### src/rtl/riscv_pkg.sv
// Shared rv32i pipeline definitions: datapath width, canonical NOP and the
// fetch-stage state encoding.
package riscv_pkg;

    localparam int XLEN = 32;

    // addi x0, x0, 0
    localparam logic [31:0] INSTR_NOP = 32'h0000_0013;

    typedef enum logic [1:0] {
        IDLE,  // nothing outstanding
        WAIT,  // one request outstanding
        HOLD,  // instruction parked in the hold buffer under stall
        DROP   // wrong-path response still in flight, discard it
    } fetch_state_t;

endpackage

### src/rtl/fetch_stage_if.sv
// Instruction-memory valid/ready request channel plus response channel.
// The fetch stage is the master; the memory is the slave.
interface fetch_stage_if;
    import riscv_pkg::*;

    logic            ImemReqValid;
    logic            ImemReqReady;
    logic [XLEN-1:0] ImemAddr;
    logic            ImemRspValid;
    logic [31:0]     ImemRspData;

    modport master (
        output ImemReqValid, ImemAddr,
        input  ImemReqReady, ImemRspValid, ImemRspData
    );

    modport slave (
        input  ImemReqValid, ImemAddr,
        output ImemReqReady, ImemRspValid, ImemRspData
    );

endinterface

### src/rtl/fetch_pc_reg.sv
// Program counter: async reset to RESET_PC, load enable, and a next-PC
// mux selecting between the sequential PC+4 and a redirect target.
module fetch_pc_reg #(
    parameter int              XLEN     = 32,
    parameter logic [XLEN-1:0] RESET_PC = '0
) (
    input  logic            clk,
    input  logic            rst,
    input  logic            en_i,
    input  logic            sel_target_i,
    input  logic [XLEN-1:0] target_i,
    output logic [XLEN-1:0] pc_o,
    output logic [XLEN-1:0] pc_plus4_o
);

    logic [XLEN-1:0] pc_q, pc_d;

    // Wraps modulo 2^XLEN by construction.
    assign pc_plus4_o = pc_q + XLEN'(4);
    assign pc_d       = sel_target_i ? target_i : pc_plus4_o;
    assign pc_o       = pc_q;

    // NOTE: sequential state uses non-blocking assignments so every register
    // samples its inputs as they were before the clock edge.
    always_ff @(posedge clk or posedge rst) begin
        if (rst) begin
            pc_q <= RESET_PC;
        end else if (en_i) begin
            pc_q <= pc_d;
        end
    end

endmodule

### src/rtl/fetch_stage.sv
// rv32i instruction-fetch stage: PC ownership, single-outstanding imem
// requests, stall hold buffer and redirect handling. Optional FETCH_MISALIGN_CHK_EN.
module fetch_stage
    import riscv_pkg::*;
#(
    parameter int              XLEN     = riscv_pkg::XLEN,
    parameter logic [XLEN-1:0] RESET_PC = '0
) (
    input  logic             clk,
    input  logic             rst,
    input  logic             StallF,
    input  logic             PCSrcE,
    input  logic [XLEN-1:0]  PCTargetE,
    fetch_stage_if.master    imem,
    output logic [XLEN-1:0]  PCF,
    output logic [XLEN-1:0]  PCPlus4F,
    output logic [31:0]      InstrF,
    output logic             FetchValidF,
    output logic             MisalignF
);

    fetch_state_t    state_q, state_d;
    logic [31:0]     hold_q, hold_d;
    logic            pc_en;
    logic            pc_sel_target;
    logic [XLEN-1:0] pc_target;

`ifdef FETCH_MISALIGN_CHK_EN
    assign pc_target = PCTargetE;
    assign MisalignF = (PCF[1:0] != 2'b00);
`else
    assign pc_target = PCTargetE & ~XLEN'(3);
    assign MisalignF = 1'b0;
`endif

    fetch_pc_reg #(
        .XLEN     (XLEN),
        .RESET_PC (RESET_PC)
    ) u_pc_reg (
        .clk          (clk),
        .rst          (rst),
        .en_i         (pc_en),
        .sel_target_i (pc_sel_target),
        .target_i     (pc_target),
        .pc_o         (PCF),
        .pc_plus4_o   (PCPlus4F)
    );

    // NOTE: every output of this block gets a default first, so no path
    // leaves a signal unassigned and no latch is inferred.
    always_comb begin
        state_d            = state_q;
        hold_d             = hold_q;
        imem.ImemReqValid  = 1'b0;
        imem.ImemAddr      = PCF;
        FetchValidF        = 1'b0;
        InstrF             = INSTR_NOP;
        pc_en              = 1'b0;
        pc_sel_target      = 1'b0;

        case (state_q)
            IDLE: begin
                if (PCSrcE) begin
                    pc_en         = 1'b1;
                    pc_sel_target = 1'b1;
                end else begin
                    imem.ImemReqValid = !MisalignF;
                    if (imem.ImemReqValid && imem.ImemReqReady) begin
                        state_d = WAIT;
                    end
                end
            end

            WAIT: begin
                if (imem.ImemRspValid) begin
                    FetchValidF = 1'b1;
                    InstrF      = imem.ImemRspData;
                    if (PCSrcE) begin
                        pc_en         = 1'b1;
                        pc_sel_target = 1'b1;
                        state_d       = IDLE;
                    end else if (StallF) begin
                        hold_d  = imem.ImemRspData;
                        state_d = HOLD;
                    end else begin
                        // Consume: advance and chain the next request this cycle.
                        pc_en             = 1'b1;
                        imem.ImemReqValid = !MisalignF;
                        imem.ImemAddr     = PCPlus4F;
                        state_d = (imem.ImemReqValid && imem.ImemReqReady) ? WAIT : IDLE;
                    end
                end else if (PCSrcE) begin
                    pc_en         = 1'b1;
                    pc_sel_target = 1'b1;
                    state_d       = DROP;
                end
            end

            HOLD: begin
                FetchValidF = 1'b1;
                InstrF      = hold_q;
                if (PCSrcE) begin
                    pc_en         = 1'b1;
                    pc_sel_target = 1'b1;
                    state_d       = IDLE;
                end else if (!StallF) begin
                    pc_en             = 1'b1;
                    imem.ImemReqValid = !MisalignF;
                    imem.ImemAddr     = PCPlus4F;
                    state_d = (imem.ImemReqValid && imem.ImemReqReady) ? WAIT : IDLE;
                end
            end

            DROP: begin
                // The in-flight response belongs to the old path; only its arrival matters.
                if (PCSrcE) begin
                    pc_en         = 1'b1;
                    pc_sel_target = 1'b1;
                end
                if (imem.ImemRspValid) begin
                    state_d = IDLE;
                end
            end

            default: begin
                state_d = IDLE;
            end
        endcase
    end

    // NOTE: the one-entry hold buffer is reset to a NOP so it never holds an
    // undefined word; a real memory array would not need this.
    always_ff @(posedge clk or posedge rst) begin
        if (rst) begin
            state_q <= IDLE;
            hold_q  <= INSTR_NOP;
        end else begin
            state_q <= state_d;
            hold_q  <= hold_d;
        end
    end

endmodule

### src/flat_wrapper.sv
// flat-port wrapper written by rule: the top's interface ports become plain ports
module fetch_stage_flat import riscv_pkg::*;
#(
    parameter int              XLEN     = riscv_pkg::XLEN,
    parameter logic [XLEN-1:0] RESET_PC = '0
)
  (clk, rst, StallF, PCSrcE, PCTargetE, PCF, PCPlus4F, InstrF, FetchValidF, MisalignF, imem_ImemReqValid, imem_ImemAddr, imem_ImemReqReady, imem_ImemRspValid, imem_ImemRspData);
  fetch_stage_if imem_i ();
  input  logic clk;
  input  logic rst;
  input  logic StallF;
  input  logic PCSrcE;
  input  logic [XLEN-1:0] PCTargetE;
  output logic [XLEN-1:0] PCF;
  output logic [XLEN-1:0] PCPlus4F;
  output logic [31:0] InstrF;
  output logic FetchValidF;
  output logic MisalignF;
  output wire logic [$bits(imem_i.ImemReqValid)-1:0] imem_ImemReqValid;
  output wire logic [$bits(imem_i.ImemAddr)-1:0] imem_ImemAddr;
  input wire logic [$bits(imem_i.ImemReqReady)-1:0] imem_ImemReqReady;
  input wire logic [$bits(imem_i.ImemRspValid)-1:0] imem_ImemRspValid;
  input wire logic [$bits(imem_i.ImemRspData)-1:0] imem_ImemRspData;
  assign imem_ImemReqValid = imem_i.ImemReqValid;
  assign imem_ImemAddr = imem_i.ImemAddr;
  assign imem_i.ImemReqReady = imem_ImemReqReady;
  assign imem_i.ImemRspValid = imem_ImemRspValid;
  assign imem_i.ImemRspData = imem_ImemRspData;
  fetch_stage #(.XLEN(XLEN), .RESET_PC(RESET_PC)) u_core (.clk(clk), .rst(rst), .StallF(StallF), .PCSrcE(PCSrcE), .PCTargetE(PCTargetE), .imem(imem_i), .PCF(PCF), .PCPlus4F(PCPlus4F), .InstrF(InstrF), .FetchValidF(FetchValidF), .MisalignF(MisalignF));
endmodule
### config.mk
export PLATFORM = sky130hd
export DESIGN_NAME = fetch_stage_flat
export DESIGN_NICKNAME = d
export VERILOG_FILES = /design/src/rtl/riscv_pkg.sv /design/src/rtl/fetch_stage_if.sv /design/src/rtl/fetch_pc_reg.sv /design/src/rtl/fetch_stage.sv /design/src/flat_wrapper.sv
export SDC_FILE = /design/constraint.sdc
export NUM_CORES = 1
export LEC_CHECK = 0
export BUFFER_PORTS_ARGS = -buffer_cell sky130_fd_sc_hd__buf_2
export CORE_ASPECT_RATIO = 1.4
export CORE_MARGIN = 3
export CORE_UTILIZATION = 45
export CTS_CLUSTER_DIAMETER = 50
export CTS_CLUSTER_SIZE = 40
export DETAILED_ROUTE_END_ITERATION = 8
export GPL_ROUTABILITY_DRIVEN = 0
export PLACE_DENSITY = 0.79
export SLEW_MARGIN = 5
export SYNTH_ARGS = -nofsm -noshare
export SYNTH_HDL_FRONTEND = slang
export SYNTH_HIERARCHICAL = 1
export SYNTH_SLANG_ARGS = --single-unit
export TNS_END_PERCENT = 100
### constraint.sdc
create_clock -name clk -period 2.4 [get_ports clk]
set_input_delay 0.36 -clock clk [delete_from_list [all_inputs] [get_ports clk]]
set_output_delay 0.36 -clock clk [all_outputs]
set_load 0.02 [all_outputs]
==> flow_summary.toml, run 1 <==
[outcome]
run_status = "complete, but fails checks"
violations = "setup timing"

[synthesis]
synth_area_leaders = "dfrtp_1 (32%), mux2_2 (7.6%), a22o_1 (7.2%)"
synth_edf_count = 0
synthCells = 548
synth.distinct_cells = 62
mappedNetlistArea_mm2 = 0.004866
synth_largest_type_area_fraction_pct = 32.40
yosys_most_used_dff = "dfrtp_1"
ys_ff_latch = 66
ys_seq_area_share_pct = 34.02
async_s_r_ff_share_synth_pct = 100.0
ys_warn_count = 6
synth.avg_cell_area_um2 = 8.879
netlist.top_cell.by_area = "dfrtp_1"

[place]
numPlacedInstances = 892
detailedPlacementHpwl_mm = 12.13
preCtsSetupSlack_ns = 0.03881
portBuffers = 197

[worst_setup_path]
critical_path_arrival_ns = 2.27
critical-path-slowest-cell = "or4_4"
critical_path.endpoint_type = "output port"
crit_path_cell_trace = "nand4_4 -> or4_4 -> or3_4 -> xnor2_4 -> a22o_4 -> buf_6"
path_class = "reg -> out"
cp.required_ns = 2.04
path_max_fanout = 2
critical_path_start_type = "flip-flop"
slowest_delay_ns = 0.53

[sta]
fin_crit_ns = 2.625
timing.final.ws_setup_ns = -0.2250
count_of_final_setup_violators = 35
timing_max_transition_violations_final = 0
fmax_ghz = 0.3810
rsz0062_at_grt = "yes"
timing.clock.skew_ns = 0.008786
period_share_pct = 109.4
finalHoldViolations = 0
fin_worst_hold_slack_ns = 0.1363

[floorplanning]
chipWidth_um = 93.89
num_rows = 44
core-area_mm2 = 0.01046
die_height_um = 129.0
top_level_ports = 201
initial_utilization_pct = 46.52
area_enclosed_by_the_die_boundary_mm2 = 0.01211

[power]
power_density_mw_per_mm2 = 1549
power.share.clock_pct = 12.7
leakagePower_nw = 3.593
power.net_switching_mw = 5.493
power.sequential.fraction_pct = 18.7
cellInternalPower_mw = 6.220
peakVddDrop_mv = 1.093
share_comb_of_total_power_pct = 68.6
power.switching_fraction_pct = 46.89

[final_layout]
area.growth.synth_to_final_pct = 55.36
finish.cell_count_without_fillers = 939
drive_gt1_share_pct = 51.31
final.fill_count = 757
antenna_cells_inserted = 0
final_stage_net_count = 872

[route]
postRouteWirelength_mm = 18.13
post-route-drc-count = 0
routed-via-count = 5613
final_antenna_net_count = 0
detail_route.iter0.violations = 227
route.detailed.vias_per_inst = 5.978
detail_route.first_pass.iterations = 5
route.detailed.wl_per_inst_um = 19.31

[cts]
clock-sinks = 66
number_of_cts_inserted_buffers = 9
tritoncts = "done"
cts.clk_slew.worst_paths_ns = 0.06
clockRootBuffer = "clkbuf_16"
ctsHtreeMaxLevel = 3
worstSkewPairLatency_ns = 0.33
cts-root-to-sink-buffers = 2

[global_routing]
via_count_of_the_first_global_routing_pass = 5505
grt_antenna_before_repair = 1
grt_overflow = 0
grt_first_pass_wirelength_mm = 27.52
total_routing_usage_gr_pct = 28.68
grt_start_max_net_pins = 39

[flow_run]
timing.max_cap.violations = 0

[worst_hold_path]
hp-class = "in -> async"
==> per-stage QoR <==
stage | cell area, µm² | util (%) | power, mW | TNS (ns)
global route | 7560 | 72.27 | 12.34 | -4.843
finish | 7560 | 72.27 | 11.71 | -2.338
CTS | 7286 | 69.65 | 11.21 | -2.116
detailed placement | 6444 | 61.60 | 9.053 | 0
global placement | 6444 | 61.60 | 8.839 | 0
floorplan | 5109 | - | 6.748 | -1.233
==> timing repair <==
action	4_1_cts	5_1_grt
hold buffers	0	0
pin swaps	14	9
setup endpoints to repair	80	54
cloned	2	1
gates resized for setup	83	39
buffers inserted	16	12
==> cell type report <==
class | count | area (µm²) | share of cell area, %
Inverter | 22 | 87.58 | 1.159
Tap cell | 138 | 172.7 | 2.284
Clock inverter | 5 | 102.6 | 1.357
Sequential cell | 66 | 1669 | 22.08
Timing Repair Buffer | 288 | 1992 | 26.35
Clock buffer | 11 | 232.7 | 3.078
Multi-Input combinational cell | 409 | 3303 | 43.69
==> registers in the layout, indices dropped and copies added, names as in the netlist <==
register	flops
u_core/u_pc_reg/pc_o	32
u_core/hold_q	32
u_core/state_q	2
==> layer usage <==
metal	vias up	wire, µm	track usage (%)
li1	2510	-	-
met1	2702	6320	31.23
met2	338	9387	52.15
met3	61	1718	6.388
met4	2	695	13.61
met5	-	11	0
==> cell usage in the layout, fill, tap and decap left out, types with 7 or more instances in the layout <==
cell         n
nor3_4       7
nand3_1     21
buf_6       32
buf_4       82
clkbuf_16   10
a22oi_1     30
a21oi_1     13
nand4_1      9
dfrtp_2     11
xnor2_1      7
dfrtp_1     52
xnor2_2     10
buf_2      165
a22o_1      39
inv_1       20
nor2b_1     36
mux2_2      33
o21ai_0     20
nor2_1      23
nand2_1     42
==> cells in the mapped netlist (6+ instances only) <==
master    count
a22o_1       40
inv_1        22
ha_1          6
clkbuf_1     28
nand3_1      23
mux2_2       33
and3_1        7
a22oi_1      30
nand2_1      44
o21ai_0      20
nand4_1       9
nor2b_1      36
dfrtp_1      63
xnor2_1      18
nor4_1        7
nor2_1       24
and2_1        6
buf_6         6
buf_2         9
nor3_1        9
a21oi_1      14
xor2_1        9
==> cells by family (layout without fill, tap and decap cells) <==
kind of cell / Yosys count / after routing / synth area share (%)
DFF: 66 / 66 / 34.02
muxes: 36 / 36 / 8.254
buffers and inverters: 75 / 326 / 7.328
other: 1 / 3 / 0.07707
and+or+nand+nor: 189 / 189 / 21.03
adders and majority gates: 6 / 6 / 1.543
AOI/OAI and AO/OA: 148 / 148 / 22.89
xor gates and xnor gates: 27 / 27 / 4.860
==> worst paths after layout <==
path,depth (start not counted),to,slack [ns],start
setup reg to reg,9,u_core/u_pc_reg/pc_o[19],0.04,u_core/state_q[0]
min in group clk,3,u_core/u_pc_reg/pc_o[20],0.24,PCTargetE[20]
hold reg to reg,1,u_core/hold_q[17],0.51,u_core/hold_q[17]
hold / removal,3,u_core/hold_q[31],0.14,rst
max in group asynchronous,3,u_core/u_pc_reg/pc_o[7],1.89,rst
setup / recovery,6,imem_ImemAddr[23],-0.23,u_core/u_pc_reg/pc_o[13]
==> worst max-delay path: cells and delay by family, from the launching register on <==
family | cells | cell delay, ns
DFF | 1 | 0.39
AOI/OAI and AO/OA | 1 | 0.21
and+or+nand+nor | 3 | 1.06
xor gates and xnor gates | 1 | 0.14
buffers and inverters | 1 | 0.12
==> power groups by stage <==
| stage | registers, mW | logic (mW) | clock network, mW |
|---|---|---|---|
| detailed placement | 2.15 | 6.90 | 0 |
| finish | 2.19 | 8.03 | 1.49 |
| CTS | 2.15 | 7.55 | 1.51 |
| floorplan | 2.50 | 4.25 | 0 |
| global route | 2.25 | 8.52 | 1.57 |
| global placement | 2.09 | 6.75 | 0 |
(Power assumes the default switching activity.)
==> inputs of run 2 (changes only) <==
--- a/config.mk
+++ b/config.mk
@@ -7,12 +7,12 @@
 export LEC_CHECK = 0
 export BUFFER_PORTS_ARGS = -buffer_cell sky130_fd_sc_hd__buf_2
 export CORE_ASPECT_RATIO = 1.4
-export CORE_MARGIN = 3
+export CORE_MARGIN = 2
 export CORE_UTILIZATION = 45
 export CTS_CLUSTER_DIAMETER = 50
 export CTS_CLUSTER_SIZE = 40
 export DETAILED_ROUTE_END_ITERATION = 8
-export GPL_ROUTABILITY_DRIVEN = 0
+export GPL_ROUTABILITY_DRIVEN = 1
 export PLACE_DENSITY = 0.79
 export SLEW_MARGIN = 5
 export SYNTH_ARGS = -nofsm -noshare
==> flow_summary.toml, run 2 (synthesis gave the netlist of run 1 again) <==
[final_layout]
area.growth.synth_to_final_pct = 57.34
layout.cells.most_common_list = "buf_2 (164), buf_4 (86), dfrtp_1 (53), nand2_1 (41), a22o_1 (39)"
drive_gt1_share_pct = 52.22
antenna_cells_inserted = 0
final_stage_net_count = 881
most_common_cell_after_layout_fill_and_taps_aside = "buf_2"

[sta]
timing.clock.skew_ns = 0.007871
totalNegativeSetupSlack_ns = -4.328
fmax_ghz = 0.3793
timing_max_transition_violations_final = 0
rsz0062_at_grt = "yes"
period_share_pct = 109.9
finalHoldViolations = 0
count_of_final_setup_violators = 40
fin_crit_ns = 2.637
timing.final.ws_setup_ns = -0.2365

[floorplanning]
chipWidth_um = 91.89
initial_utilization_pct = 46.52
num_rows = 44
die_height_um = 127.0
area_enclosed_by_the_die_boundary_mm2 = 0.01167
core-area_mm2 = 0.01046
top_level_ports = 201

[route]
post-route-drc-count = 0
postRouteWirelength_mm = 18.35
final_antenna_net_count = 0
detail_route.iter0.violations = 343
detail_route.first_pass.iterations = 5
route.detailed.vias_per_inst = 6.012
routed-via-count = 5699
route.detailed.wl_per_inst_um = 19.36

[place]
gpl.final_weighted_congestion = 0.8935
preCtsSetupSlack_ns = 0.04759
portBuffers = 197
detailedPlacementHpwl_mm = 11.93

[global_routing]
grt_overflow = 0
via_count_of_the_first_global_routing_pass = 5571
total_routing_usage_gr_pct = 28.51
grt_first_pass_wirelength_mm = 26.97
grt_antenna_before_repair = 0
grt_start_max_net_pins = 41

[outcome]
violations = "setup timing"
run_status = "complete, but fails checks"

[cts]
worstSkewPairLatency_ns = 0.33
clockRootBuffer = "clkbuf_16"
cts-root-to-sink-buffers = 2
tritoncts = "done"
number_of_cts_inserted_buffers = 9
clock-sinks = 66
cts.clk_slew.worst_paths_ns = 0.05
ctsHtreeMaxLevel = 3

[worst_setup_path]
cp.required_ns = 2.04
critical_path.endpoint_type = "output port"
critical_path_arrival_ns = 2.28
path_class = "reg -> out"
critical_path_start_type = "flip-flop"
path_max_fanout = 3

[power]
power.switching_fraction_pct = 47.45
leakagePower_nw = 3.648
peakVddDrop_mv = 0.9817
power.share.clock_pct = 10.9
power_density_mw_per_mm2 = 1523
power.net_switching_mw = 5.534
cellInternalPower_mw = 6.129
share_comb_of_total_power_pct = 70.6
power.sequential.fraction_pct = 18.5

[worst_hold_path]
hp-class = "in -> async"

[flow_run]
timing.max_cap.violations = 0
## run 2: cell types whose count changed in the layout (fill, tap and decap cells not counted), sizes merged
cell,change
bufinv,-3
clkbuf,+3
clkinvlp,+1
clkinv,+1
buf,+7
## run 2: per-stage QoR
| stage | power (mW) | std cells | instance area (µm²) | hold slack (ns) | utilization [%] |
|---|---|---|---|---|---|
| global placement | 8.823 | 893 | 6476 | 0.4804 | 61.91 |
| detailed placement | 9.045 | 893 | 6476 | 0.4904 | 61.91 |
| floorplan | 6.748 | 550 | 5109 | 0.4757 | - |
| global route | 12.27 | 948 | 7656 | 0.1819 | 73.19 |
| CTS | 10.80 | 928 | 7134 | 0.1421 | 68.21 |
| finish | 11.66 | 948 | 7656 | 0.1393 | 73.19 |
## run 2: worst paths after layout
check	depth (start not counted)	slack [ns]	from	end
max in group asynchronous	3	1.90	rst	u_core/u_pc_reg/pc_o[7]
hold reg to reg	1	0.51	u_core/hold_q[16]	u_core/hold_q[16]
hold / removal	3	0.14	rst	u_core/hold_q[20]
min in group clk	3	0.25	PCTargetE[20]	u_core/u_pc_reg/pc_o[20]
setup / recovery	6	-0.24	u_core/u_pc_reg/pc_o[9]	imem_ImemAddr[23]
setup reg to reg	10	0.05	u_core/state_q[0]	u_core/u_pc_reg/pc_o[26]
## run 2: worst max-delay path, cell delays in order, from the launching register on
cell and delay [ns]:
dfrtp_1 0.37, nand3_2 0.10, or4_4 0.59, or3_4 0.40, xnor2_4 0.15, a22o_4 0.22, buf_6 0.12
## run 2: routing by layer
metal / global-route usage, % / vias to the layer above / share of wire (%)
met4: 13.35 / 0 / 3.7
met2: 51.47 / 368 / 51
met3: 5.896 / 73 / 9.8
li1: - / 2517 / -
met5: 0 / - / 0
met1: 31.96 / 2741 / 35
## run 2: cell type report
class                   instances  area [µm²]
flip-flops and latches         66        1668
fillers                       718        2804
clock buffers                  12       266.5
clock inverters                 4       25.02
well taps                     138       172.7
repair buffers                297        2120
inverters                      22       82.58
multi-input cells             409        3322
## run 2: power by group through the flow
stage / Combinational (mW) / Sequential, mW / Clock, mW
CTS: 7.38 / 2.14 / 1.29
detailed placement: 6.89 / 2.16 / 0
global route: 8.70 / 2.22 / 1.35
finish: 8.24 / 2.15 / 1.27
global placement: 6.72 / 2.10 / 0
floorplan: 4.25 / 2.50 / 0
## run 2: what timing repair did
action                     4_1_cts  5_1_grt
gates cloned                     0        4
setup buffers                   19       17
setup endpoints to repair       76       54
pin swaps                       14       19
resized for setup               55       78
hold buffers                     0        0
==> inputs of run 3 (changes only) <==
--- a/config.mk
+++ b/config.mk
@@ -13,6 +13,7 @@
 export CTS_CLUSTER_SIZE = 40
 export DETAILED_ROUTE_END_ITERATION = 8
 export GPL_ROUTABILITY_DRIVEN = 1
+export GPL_TIMING_DRIVEN = 0
 export PLACE_DENSITY = 0.79
 export SLEW_MARGIN = 5
 export SYNTH_ARGS = -nofsm -noshare
==> constraint.sdc (replaced) <==
create_clock -name clk -period 2.41 [get_ports clk]
set_input_delay 0.3615 -clock clk [delete_from_list [all_inputs] [get_ports clk]]
set_output_delay 0.3615 -clock clk [all_outputs]
set_load 0.02 [all_outputs]
==> flow_summary.toml, run 3 (synthesis gave the netlist of run 1 again) <==
[sta]
rsz0062_at_grt = "yes"
fin_crit_ns = 2.687
timing.final.ws_setup_ns = -0.2768
max_slew_margin_pct = 46.80
timing.clock.skew_ns = 0.01028
worstMarginPinSlew_ns = 0.7980
period_share_pct = 111.5
finalHoldViolations = 0
fmax_ghz = 0.3722
count_of_final_setup_violators = 44
timing_max_transition_violations_final = 0

[route]
post-route-drc-count = 0
detail_route.iter0.violations = 526
routed-via-count = 6122
detail_route.first_pass.iterations = 5
final_antenna_net_count = 0
route.detailed.wl_per_inst_um = 21.79
postRouteWirelength_mm = 21.42
route.detailed.vias_per_inst = 6.228

[worst_setup_path]
worst_setup_path_endpoint = "imem_ImemAddr[23]"
critical_path.endpoint_type = "output port"
slowest_delay_ns = 0.60
setup.reg_to_reg.worst_slack_ns = 0.03
crit_path_cell_trace = "clkinvlp_4 -> or4_4 -> or3_4 -> xnor2_4 -> a22o_4 -> buf_6"
cp-startpoint = "u_core/u_pc_reg/pc_o[14]"
path_buf_inv = 2
crit-reg2reg-capture = "u_core/u_pc_reg/pc_o[16]"
critical_path_start_type = "flip-flop"
critical-path-slowest-cell = "or4_4"
critical_path_depth = 6
timing.critical_path.max_delay_family = "simple AND/OR/NAND/NOR gates"
path_max_fanout = 4
r2r-start = "u_core/state_q[1]"
reg2reg_depth = 11
cp.required_ns = 2.05
critical_path_arrival_ns = 2.33
path_class = "reg -> out"

[cts]
ctsHtreeMaxLevel = 3
tritoncts = "done"
cts.clk_slew.worst_paths_ns = 0.06
worstSkewPairLatency_ns = 0.34
clockRootBuffer = "clkbuf_16"
clock-sinks = 66
cts-root-to-sink-buffers = 2
number_of_cts_inserted_buffers = 9

[place]
portBuffers = 197
numPlacedInstances = 885
gpl.final_weighted_congestion = 0.9346
preCtsSetupSlack_ns = -0.6828
detailedPlacementHpwl_mm = 13.13

[final_layout]
final_stage_net_count = 916
drive_gt1_share_pct = 56.92
finish.cell_count_without_fillers = 983
most_common_cell_after_layout_fill_and_taps_aside = "buf_2"
area.growth.synth_to_final_pct = 68.32
layout.cells.most_common_list = "buf_2 (153), buf_4 (91), buf_6 (59), dfrtp_1 (45), nand2_1 (39)"
antenna_cells_inserted = 0
final.fill_count = 676

[floorplanning]
die_height_um = 127.0
core-area_mm2 = 0.01046
num_rows = 44
initial_utilization_pct = 46.52
top_level_ports = 201
area_enclosed_by_the_die_boundary_mm2 = 0.01167
chipWidth_um = 91.89

[global_routing]
grt_start_max_net_pins = 35
total_routing_usage_gr_pct = 33.19
via_count_of_the_first_global_routing_pass = 5837
grt_first_pass_wirelength_mm = 30.46
grt_antenna_before_repair = 0
grt_overflow = 0

[outcome]
run_status = "complete, but fails checks"
violations = "setup timing"

[power]
peakVddDrop_mv = 1.195
finalPower_mw = 12.84
leakagePower_nw = 3.819
power_density_mw_per_mm2 = 1567

[flow_run]
timing.max_cap.violations = 0

[worst_hold_path]
hp-class = "in -> async"
run 3: cell type report:
class / count / area, µm² / area share, %
buffer: 43 / 364.1 / 4.445
multi-input combinational: 409 / 3507 / 42.82
clock buffer: 12 / 246.5 / 3.009
timing repair buffer: 289 / 2085 / 25.45
inverter: 22 / 86.33 / 1.054
tap: 138 / 172.7 / 2.108
clock inverter: 4 / 51.30 / 0.6263
sequential: 66 / 1678 / 20.49
run 3: metal layers:
metal	wire length [µm]	GRT usage [%]	vias up
met5	0	0	-
met3	2042	5.896	139
met1	7315	36.75	2890
met2	10580	59.65	500
li1	-	-	2593
met4	1488	18.53	0
run 3: worst reg2reg max path, stage by stage (launching register included):
cell and delay, ns:
dfrtp_1 0.40, buf_6 0.13, buf_6 0.12, ha_4 0.16
buf_8 0.12, buf_4 0.17, o32a_4 0.36, and2_4 0.16
clkbuf_8 0.18, nand2_1 0.09, o21ai_1 0.09, a211o_1 0.28
run 3: per-stage QoR:
stage	utilization [%]	instance area, µm²	hold slack (ns)	setup TNS [ns]
floorplan	-	5109	0.4772	-1.135
global placement	59.92	6267	0.4871	-18.98
detailed placement	59.92	6267	0.4942	-20.26
CTS	73.15	7651	0.1980	-5.276
global route	78.30	8190	0.2256	-7.942
finish	78.30	8190	0.1617	-5.363
run 3: worst min path at each step:
| stage | cells after the start | to | slack (ns) | startpoint |
|---|---|---|---|---|
| detailed placement | 1 | u_core/hold_q[13] | 0.49 | u_core/hold_q[13] |
| global placement | 1 | u_core/hold_q[20] | 0.49 | u_core/hold_q[20] |
| floorplan | 1 | u_core/u_pc_reg/pc_o[0] | 0.48 | rst |
| global route | 2 | u_core/hold_q[20] | 0.23 | rst |
| CTS | 2 | u_core/u_pc_reg/pc_o[24] | 0.20 | rst |
| finish | 2 | u_core/hold_q[20] | 0.16 | rst |
run 3: power breakdown:
part	total (mW)	internal [mW]	switching, mW
Clock	1.34	0.830	0.508
Sequential	2.30	1.71	0.592
Combinational	9.20	4.25	4.95
Total	12.8	6.79	6.05
run 3: repair_timing:
item / in CTS / in global routing
gates cloned: 4 / 1
pin swaps: 28 / 38
hold buffers: 0 / 0
gates resized for setup: 184 / 100
endpoints found under the setup margin: 118 / 109
setup buffers: 54 / 35
